### src/rtl/axil_char_pkg.sv
// Shared types and helpers for the AXI-Lite character writer.
// Holds the FSM state encoding, the AXI response code and byte-lane helpers.
package axil_char_pkg;

    typedef enum logic [2:0] {
        ST_IDLE,
        ST_POLL_AR,
        ST_POLL_R,
        ST_WR,
        ST_RESP
    } state_t;

    localparam logic [1:0] AXI_RESP_OKAY = 2'b00;

    // Byte strobe for a single-byte write at the given address offset.
    function automatic logic [3:0] lane_strb(input logic [1:0] offset);
        return 4'b0001 << offset;
    endfunction

    // The same byte on all four lanes, so the slave sees it whatever its lane.
    function automatic logic [31:0] lane_replicate(input logic [7:0] data);
        return {4{data}};
    endfunction

endpackage

### src/rtl/axil_char_fifo.sv
// Byte FIFO buffering characters in front of the AXI-Lite write engine.
// Pointers carry one extra wrap bit so full and empty are told apart.
module axil_char_fifo #(
    parameter int FIFO_DEPTH = 4
) (
    input  logic       clk,
    input  logic       rst_n,
    input  logic       i_push,
    input  logic [7:0] i_data,
    input  logic       i_pop,
    output logic [7:0] o_head,
    output logic       o_full,
    output logic       o_empty
);

    localparam int AW = $clog2(FIFO_DEPTH);

    logic [7:0]  r_mem [FIFO_DEPTH];
    logic [AW:0] r_wr_ptr;
    logic [AW:0] r_rd_ptr;
    logic        w_push_ok;
    logic        w_pop_ok;

    assign w_push_ok = i_push & ~o_full;
    assign w_pop_ok  = i_pop & ~o_empty;

    // NOTE: sequential state is updated with non-blocking assignments so every
    // flop samples the pre-edge values of the others, whatever the block order.
    always_ff @(posedge clk or negedge rst_n) begin
        if (!rst_n) begin
            r_wr_ptr <= '0;
            r_rd_ptr <= '0;
        end else begin
            if (w_push_ok) r_wr_ptr <= r_wr_ptr + 1'b1;
            if (w_pop_ok)  r_rd_ptr <= r_rd_ptr + 1'b1;
        end
    end

    // NOTE: the storage array is deliberately not reset; the pointers alone say
    // which entries are valid, so the array can map onto plain RAM cells.
    always_ff @(posedge clk) begin
        if (w_push_ok) r_mem[r_wr_ptr[AW-1:0]] <= i_data;
    end

    // Full comes from registered pointers only, so a same-cycle pop never frees a slot early.
    assign o_empty = (r_wr_ptr == r_rd_ptr);
    assign o_full  = (r_wr_ptr[AW] != r_rd_ptr[AW]) &&
                     (r_wr_ptr[AW-1:0] == r_rd_ptr[AW-1:0]);
    assign o_head  = r_mem[r_rd_ptr[AW-1:0]];

endmodule

### src/rtl/axil_char_writer.sv
// AXI-Lite initiator draining a byte stream into a UART TX register, one
// single-beat write per byte, optionally gated by a status-register poll.
module axil_char_writer
    import axil_char_pkg::*;
#(
    parameter logic [31:0] BASE_ADDR    = 32'h0000_0000,
    parameter logic [4:0]  TX_OFFSET    = 5'h04,
    parameter logic [4:0]  STAT_OFFSET  = 5'h08,
    parameter int          STAT_RDY_BIT = 2,
    parameter bit          POLL_EN      = 1'b1,
    parameter int          FIFO_DEPTH   = 4
) (
    input  logic        clk,
    input  logic        rst_n,
    // AXI-Lite write address channel
    output logic        axi_aw_valid,
    input  logic        axi_aw_ready,
    output logic [31:0] axi_aw_addr,
    output logic [2:0]  axi_aw_prot,
    // AXI-Lite write data channel
    output logic        axi_w_valid,
    input  logic        axi_w_ready,
    output logic [31:0] axi_w_data,
    output logic [3:0]  axi_w_strb,
    // AXI-Lite write response channel
    input  logic        axi_b_valid,
    output logic        axi_b_ready,
    input  logic [1:0]  axi_b_resp,
    // AXI-Lite read address channel
    output logic        axi_ar_valid,
    input  logic        axi_ar_ready,
    output logic [31:0] axi_ar_addr,
    output logic [2:0]  axi_ar_prot,
    // AXI-Lite read data channel
    input  logic        axi_r_valid,
    output logic        axi_r_ready,
    input  logic [31:0] axi_r_data,
    input  logic [1:0]  axi_r_resp,
    // Character stream and status
    input  logic        char_valid,
    input  logic [7:0]  char_data,
    output logic        char_ready,
    output logic        busy,
    output logic        err,
    output logic [15:0] tx_count
);

    localparam logic [31:0] TX_ADDR   = BASE_ADDR + 32'(TX_OFFSET);
    localparam logic [31:0] STAT_ADDR = BASE_ADDR + 32'(STAT_OFFSET);

    state_t      r_state;
    state_t      w_state_next;

    logic        r_aw_valid;
    logic        r_w_valid;
    logic        r_ar_valid;
    logic        r_b_ready;
    logic        r_r_ready;
    logic        r_aw_done;
    logic        r_w_done;
    logic [31:0] r_w_data;
    logic        r_err;
    logic [15:0] r_tx_count;

    logic        w_fifo_full;
    logic        w_fifo_empty;
    logic [7:0]  w_head;
    logic        w_push;
    logic        w_pop;
    logic        w_have_byte;
    logic        w_aw_hs;
    logic        w_w_hs;
    logic        w_ar_hs;
    logic        w_r_hs;
    logic        w_b_hs;
    logic        w_aw_done_next;
    logic        w_w_done_next;
    logic        w_enter_wr;
    logic        w_unused_rdata;

    assign w_push = char_valid & ~w_fifo_full;
    assign w_pop  = w_b_hs;

    axil_char_fifo #(
        .FIFO_DEPTH(FIFO_DEPTH)
    ) u_fifo (
        .clk    (clk),
        .rst_n  (rst_n),
        .i_push (w_push),
        .i_data (char_data),
        .i_pop  (w_pop),
        .o_head (w_head),
        .o_full (w_fifo_full),
        .o_empty(w_fifo_empty)
    );

    assign w_aw_hs = r_aw_valid & axi_aw_ready;
    assign w_w_hs  = r_w_valid & axi_w_ready;
    assign w_ar_hs = r_ar_valid & axi_ar_ready;
    assign w_r_hs  = r_r_ready & axi_r_valid;
    assign w_b_hs  = r_b_ready & axi_b_valid;

    // A push into an empty FIFO launches the transaction on the same edge it is stored.
    assign w_have_byte = ~w_fifo_empty | w_push;

    // Per-channel completion as it will stand after this edge.
    assign w_aw_done_next = (r_state == ST_WR) & (r_aw_done | w_aw_hs);
    assign w_w_done_next  = (r_state == ST_WR) & (r_w_done | w_w_hs);

    always_ff @(posedge clk or negedge rst_n) begin
        if (!rst_n) r_state <= ST_IDLE;
        else        r_state <= w_state_next;
    end

    // NOTE: the default assignment ahead of the case keeps every path driven,
    // so no latch is inferred for the next-state value.
    always_comb begin
        w_state_next = r_state;
        case (r_state)
            ST_IDLE: begin
                if (w_have_byte) w_state_next = POLL_EN ? ST_POLL_AR : ST_WR;
            end
            ST_POLL_AR: begin
                if (w_ar_hs) w_state_next = ST_POLL_R;
            end
            ST_POLL_R: begin
                if (w_r_hs) w_state_next = axi_r_data[STAT_RDY_BIT] ? ST_WR : ST_POLL_AR;
            end
            ST_WR: begin
                if (w_aw_done_next && w_w_done_next) w_state_next = ST_RESP;
            end
            ST_RESP: begin
                if (w_b_hs) w_state_next = ST_IDLE;
            end
            default: w_state_next = ST_IDLE;
        endcase
    end

    assign w_enter_wr = (r_state != ST_WR) && (w_state_next == ST_WR);

    // Handshake outputs are registered copies of the state being entered.
    always_ff @(posedge clk or negedge rst_n) begin
        if (!rst_n) begin
            r_aw_valid <= 1'b0;
            r_w_valid  <= 1'b0;
            r_ar_valid <= 1'b0;
            r_b_ready  <= 1'b0;
            r_r_ready  <= 1'b0;
            r_aw_done  <= 1'b0;
            r_w_done   <= 1'b0;
            r_w_data   <= '0;
        end else begin
            r_ar_valid <= (w_state_next == ST_POLL_AR);
            r_r_ready  <= (w_state_next == ST_POLL_R);
            r_b_ready  <= (w_state_next == ST_RESP);
            r_aw_done  <= (w_state_next == ST_WR) & w_aw_done_next;
            r_w_done   <= (w_state_next == ST_WR) & w_w_done_next;
            r_aw_valid <= (w_state_next == ST_WR) & ~w_aw_done_next;
            r_w_valid  <= (w_state_next == ST_WR) & ~w_w_done_next;
            // An empty FIFO means the byte is being pushed this very edge.
            if (w_enter_wr) r_w_data <= lane_replicate(w_fifo_empty ? char_data : w_head);
        end
    end

    always_ff @(posedge clk or negedge rst_n) begin
        if (!rst_n) begin
            r_err      <= 1'b0;
            r_tx_count <= '0;
        end else begin
            if (w_b_hs) begin
                r_tx_count <= r_tx_count + 16'd1;
                if (axi_b_resp != AXI_RESP_OKAY) r_err <= 1'b1;
            end
            if (w_r_hs && (axi_r_resp != AXI_RESP_OKAY)) r_err <= 1'b1;
        end
    end

    assign w_unused_rdata = &{1'b0, axi_r_data};

    assign axi_aw_valid = r_aw_valid;
    assign axi_aw_addr  = TX_ADDR;
    assign axi_aw_prot  = 3'b000;
    assign axi_w_valid  = r_w_valid;
    assign axi_w_data   = r_w_data;
    assign axi_w_strb   = lane_strb(TX_OFFSET[1:0]);
    assign axi_b_ready  = r_b_ready;
    assign axi_ar_valid = r_ar_valid;
    assign axi_ar_addr  = STAT_ADDR;
    assign axi_ar_prot  = 3'b000;
    assign axi_r_ready  = r_r_ready;

    assign char_ready = ~w_fifo_full;
    assign busy       = ~w_fifo_empty | (r_state != ST_IDLE);
    assign err        = r_err;
    assign tx_count   = r_tx_count;

endmodule

### config.mk
export PLATFORM = sky130hd
export DESIGN_NAME = axil_char_writer
export DESIGN_NICKNAME = d
export VERILOG_FILES = /design/src/rtl/axil_char_pkg.sv /design/src/rtl/axil_char_fifo.sv /design/src/rtl/axil_char_writer.sv
export SDC_FILE = /design/constraint.sdc
export NUM_CORES = 1
export LEC_CHECK = 0
export CAP_MARGIN = 20
export CORE_MARGIN = 1
export CORE_UTILIZATION = 42
export DETAILED_ROUTE_END_ITERATION = 7
export PLACE_DENSITY = 0.81
export SYNTH_ARGS = -nofsm -noshare
export SYNTH_HDL_FRONTEND = slang
export SYNTH_SLANG_ARGS = --single-unit
### constraint.sdc
create_clock -name clk -period 2.7 [get_ports clk]
set_clock_uncertainty 0.15 [all_clocks]
set_input_delay 0.54 -clock clk [delete_from_list [all_inputs] [get_ports clk]]
set_output_delay 0.54 -clock clk [all_outputs]
set_load 0.01 [all_outputs]
---- Word-level counts from Yosys, hierarchy flattened ----
Memories as Yosys holds them, arrays and structs flattened.
Index checks and enable logic that the tools add are counted.
storage, ports and cells
  bits of input ports ..................... 52
  memories kept ........................... 1
  register bits ........................... 65
  memory bits (writable) .................. 32
  output and inout bits ................... 130
  logic and storage cells ................. 75
memories
  memory        depth  bits a word  read ports  clocked after memory_dff  write ports  line                  RTL
  u_fifo.r_mem  4      8            1           0                         1            axil_char_fifo.sv:18  logic [7:0] r_mem [FIFO_DEPTH];
cells by class
  eq/ne operators ......................... 12
  muxes and demuxes ....................... 13
  add/sub/neg operators ................... 3
  bitwise logic cells ..................... 22
  reductions and logical operators ........ 11
operators by type and width
  operator                 count
  $add A16 B1 Y16 const B  1
  $mux W3                  5
  $pmux W3 S5              1
  $and A1 B1 Y1            14
  $eq A3 B2 Y1 const B     4
  $mux W8                  1
  $reduce_bool A2 Y1       4
  $add A3 B1 Y3 const B    2
  $eq A3 B1 Y1 const B     2
  $eq A3 B3 Y1 const B     2
  $mux W1                  5
  $logic_and A1 B1 Y1      4
  $not A1 Y1               4
  $or A1 B1 Y1             4
  $eq A3 B3 Y1             1
  $logic_not A3 Y1         1
  $ne A3 B2 Y1 const B     1
  $reduce_bool A3 Y1       1
  $eq A2 B2 Y1             1
  $mux W2                  1
  $reduce_and A2 Y1        1
  $ne A1 B1 Y1             1

---- Logic depth before layout (Yosys ltp) ----
Gate-level depths: netlist of the first run.
  depth after elaboration ................. 9
  depth in mapped cells ................... 6
  mapped depth without buffers ............ 5

---- Hierarchy ----
From an unflattened synthesis of the first run, not the netlist that was laid out.
second synthesis, totals
  cell total of the unflattened synthesis .. 328
  area, all modules ....................... 4020.1 um^2
modules (own cells, without submodules)
  module            area each (um^2)  cells each  sequential area each (um^2)  times used
  axil_char_writer  2324.7            238         875.8                        1
  axil_char_fifo    1695.4            90          1111.1                       1

---- Least setup slack after synthesis of the first run ----
OpenSTA, ideal clock, no wires.
  path kind ............................... register to output
  start ................................... register u_fifo.r_wr_ptr[1]
  end ..................................... output busy
  required time ........................... 2010 ps
  slack ................................... 509 ps
  cell stages (with the launch flop) ...... 5
  arrival time ............................ 1501 ps
  path buffers ............................ 1
  path through ............................ dfrtp_1 > xor2_1 > or3_4 > buf_6 > or3_1
on the way
  word-level cells in the longest chain between the ends .. 3
RTL lines
  item                    line                     RTL
  start, declared         axil_char_fifo.sv:19     logic [AW:0] r_wr_ptr;
  start signal, assigned  axil_char_fifo.sv:34     if (w_push_ok) r_wr_ptr <= r_wr_ptr + 1'b1;
  $eq A3 B3 Y1            axil_char_fifo.sv:46     assign o_empty = (r_wr_ptr == r_rd_ptr);
  $not A1 Y1              axil_char_writer.sv:193  assign busy = ~w_fifo_empty | (r_state != ST_IDLE);
  $or A1 B1 Y1            axil_char_writer.sv:193
  end, declared           axil_char_writer.sv:43   output logic busy,
Every way passes these cells.

---- Final worst setup path of the first run ----
  start ................................... register u_fifo.r_wr_ptr[0]
  end ..................................... output busy
The elaborated chain is that of the path after synthesis.

==> metrics.md, run 1 <==
| Metric | Value |
|---|---|
| Final worst slack | `0.0875 ns` |
| CP startpoint kind | `register` |
| Signal arrival time at the worst endpoint | `1.92 ns` |
| Setup Slack @ Placement | `0.169 ns` |
| Post-Syn Instances | `306` |
| Chip Width | `98.8 um` |
| Maximum Capacitance Violations | `0` |
| Antenna violations before repair | `0` |
| Leakage power summed over all cells | `2.00 nW` |
| Number of DRC violations after detailed-routing iteration 0 | `69` |
| Number of buffers between clock root and the deepest sink | `2` |
| Required @ worst endpoint | `2.01 ns` |
| Global router's overall resource usage | `0.136` |
| Mapped Avg Cell Area | `12.9 sq um` |
| Finished layout cell area | `4640 sq um` |
| Global-route wire length before repair | `10200 um` |
| Critical path cell sequence | `xor2_1, or3_4, or3_1, clkdlybuf4s15_1` |
| Number of buffers created by CTS | `9` |
| Logic depth of the worst register-to-register path | `4` |
| Minimum clock period after layout | `2.61 ns` |
| Number of port buffers | `76` |
| Chip Height | `98.8 um` |
| Cell row count | `34` |
| Instance count along the most critical hold path | `1` |
| Area used by multi-input combinational logic | `1420 sq um` |
| Remaining routing DRC violations | `0` |
| Biggest cell delay along the critical path | `0.44 ns` |
| Yosys top cell area share | `0.261` |
| Clock tree root driver cell | `clkbuf_8` |
| Upper clock frequency limit | `383 MHz` |
| Fraction of layout cells with a size suffix above 1 | `0.152` |
| Routed Antenna Nets | `0` |
| Leading post-synthesis cells by cell area | `dfrtp_1, edfxtp_1, buf_4` |
| Final setup TNS | `0 ns` |
| Initial core utilization | `0.443` |
| Placer Congestion | `0.747` |
| Estimated wirelength of the detail-placed design | `4940 um` |
| Synthesized area | `3940 sq um` |
| Finish-stage setup viols | `0` |
| Top Usage Layer GRT | `met2` |
| Type of the worst setup path | `reg2out` |
| Clock tree from TritonCTS | `done` |
| Unrepaired setup endpoints after global routing | `no` |
| Met2 track utilization from global routing | `0.252` |
| Slowest cell on the critical path | `dfrtp_2` |
| Yosys warnings | `0` |
| Total congestion overflow after global routing | `0` |
| Total number of vias | `2236` |
| Vias in the first global route | `2011` |
| WL final | `6740 um` |
| H-tree levels | `3` |
| Final nets | `434` |
| Final core area utilization | `0.522` |
| Vias per inst | `4.57` |
| Most frequent cells in the layout | `conb_1, clkdlybuf4s50_1, dfrtp_1` |
| Diode insertion count for antenna repair | `0` |
| Met3 global-route usage | `0.0319` |
| Result of the run | `finished, final reports clean` |
| Final worst-path cycle share | `0.968` |
| Synthesis-stage register bit count | `73` |
| Pins over their slew limit | `0` |
| Kind of path behind the tightest hold check | `reg2reg` |
| Number of detailed-route iterations in the first pass | `4` |
| Floorplan core area | `8890 sq um` |
| Number of clock sinks | `73` |
| Fin. Hold Viols | `0` |
| Maximum number of pins on one net before global-route repair | `19` |
| Kind of capture point of the worst setup path | `primary output` |
| Cell area after placement | `4380 sq um` |
| Met1 Track Usage GR | `0.157` |
| Filler cells | `751` |
| Part of the Yosys area used for sequential elements | `0.505` |
| Share of synthesized registers carrying an async set or reset | `0.562` |
| Yosys cell types | `42` |
| Hold Worst Slack | `0.342 ns` |
| Clock Latency Late Sink | `0.34 ns` |
| Top-Level Pins | `182` |
| Number of flops mapped to enable cells by yosys | `32` |
| Commonest register cell after synthesis | `dfrtp_1` |
| Routed wire per std cell | `13.8 um` |
| Register Area | `1990 sq um` |
| Largest area contributor in the netlist | `dfrtp_1` |
| Register clock-pin slew on the reported worst setup and hold paths | `0.08 ns` |
| Maximum net fanout on the critical path | `4` |
| Die outline area | `9760 sq um` |
| Power Dens Cells | `1010 nW/um^2` |
| VDD IR-drop max | `0.560 mV` |
| Area growth from synthesis to layout | `17.8%` |
## repair_timing
action	in CTS	in global routing
pin swaps	0	0
gates resized for setup	2	1
setup endpoints to repair	1	1
setup buffers	1	4
hold buffers	1	0
hold endpoints to repair	16	0
## stage by stage
| step | total power, W | std cells |
|---|---|---|
| 2_1_floorplan | 0.00321 | 378 |
| 3_3_place_gp | 0.00372 | 467 |
| 3_5_place_dp | 0.00381 | 467 |
| 4_1_cts | 0.00471 | 485 |
| 5_1_grt | 0.00496 | 489 |
| 6_report | 0.00470 | 489 |
## where the power goes
part / total (W) / switching, W / internal [W]
clock: 0.000868 / 0.000390 / 0.000478
combinational: 0.00215 / 0.000937 / 0.00121
sequential: 0.00168 / 0.000221 / 0.00146
total: 0.00470 / 0.00155 / 0.00315
## kinds of logic after synthesis
logic type	Yosys count	synth area share
buf+inv	109	0.202
flops	73	0.505
simple gates	50	0.0725
mux	26	0.110
xor+xnor	24	0.0553
compound gates	16	0.0343
fa+ha+maj	6	0.0191
other cells	2	0.00191
## layer usage
| layer | part of all wire | wire length (um) | vias to the layer above |
|---|---|---|---|
| met5 | 0 | 0 | - |
| met4 | 0.0089 | 60 | 0 |
| met3 | 0.046 | 308 | 10 |
| met2 | 0.53 | 3590 | 98 |
| met1 | 0.41 | 2780 | 1096 |
| li1 | - | - | 1032 |
## cell usage after synthesis, types with 5 or more instances
library cell	n
inv_1	6
nor2_1	7
nand2_1	9
dfrtp_1	41
buf_4	99
xor2_1	9
nand4_1	6
edfxtp_1	32
and2_1	5
mux4_1	5
xnor2_1	14
mux2_4	8
ha_1	6
mux2_2	10
## path summary, 6_finish.rpt
check	slack, ns	start	to
worst max register to register	0.58	u_fifo.r_rd_ptr[0]$_DFFE_PN0P_	u_fifo.r_mem[0][4]$_DFFE_PP_
worst max-delay path	0.09	u_fifo.r_wr_ptr[0]$_DFFE_PN0P_	busy
max in group asynchronous	1.31	rst_n	u_fifo.r_wr_ptr[0]$_DFFE_PN0P_
worst min-delay path	0.34	tx_count[15]$_DFFE_PN0P_	tx_count[15]$_DFFE_PN0P_
worst min register to register	0.34	tx_count[15]$_DFFE_PN0P_	tx_count[15]$_DFFE_PN0P_
min in group asynchronous	0.51	rst_n	tx_count[4]$_DFFE_PN0P_
## registers in the layout, indices dropped and copies added (netlist names), 3 cells and up
| signal | flops |
|---|---|
| u_fifo.r_mem | 32 |
| tx_count | 16 |
| axi_w_data | 8 |
| r_state | 3 |
| u_fifo.r_rd_ptr | 3 |
| u_fifo.r_wr_ptr | 3 |
## worst max-delay path: cells and delay by family (launching register included)
family | cells | cell delay, ns
xor gates and xnor gates | 1 | 0.19
buffers and inverters | 1 | 0.25
DFF | 1 | 0.44
and+or+nand+nor | 2 | 0.72
## final cells by class
cell class / instances / area share
clock inverters: 4 / 0.0108
multi-input cells: 196 / 0.307
clock buffers: 12 / 0.0335
well taps: 108 / 0.0291
repair buffers: 90 / 0.186
flip-flops and latches: 73 / 0.429
inverters: 6 / 0.00486
Note: power is estimated with default switching activity, not from simulation.
==> inputs of run 2 (changes only) <==
--- a/config.mk
+++ b/config.mk
@@ -5,7 +5,6 @@
 export SDC_FILE = /design/constraint.sdc
 export NUM_CORES = 1
 export LEC_CHECK = 0
-export CAP_MARGIN = 20
 export CORE_MARGIN = 1
 export CORE_UTILIZATION = 42
 export DETAILED_ROUTE_END_ITERATION = 7
==> results of run 2 <==
Final layout, timing and power as in run 1 (identical DEF).
==> inputs of run 3 (changes only) <==
--- a/config.mk
+++ b/config.mk
@@ -9,6 +9,7 @@
 export CORE_UTILIZATION = 42
 export DETAILED_ROUTE_END_ITERATION = 7
 export PLACE_DENSITY = 0.81
+export SKIP_LAST_GASP = 1
 export SYNTH_ARGS = -nofsm -noshare
 export SYNTH_HDL_FRONTEND = slang
 export SYNTH_SLANG_ARGS = --single-unit
==> results of run 3 <==
Final layout, timing and power as in run 1 (identical DEF).
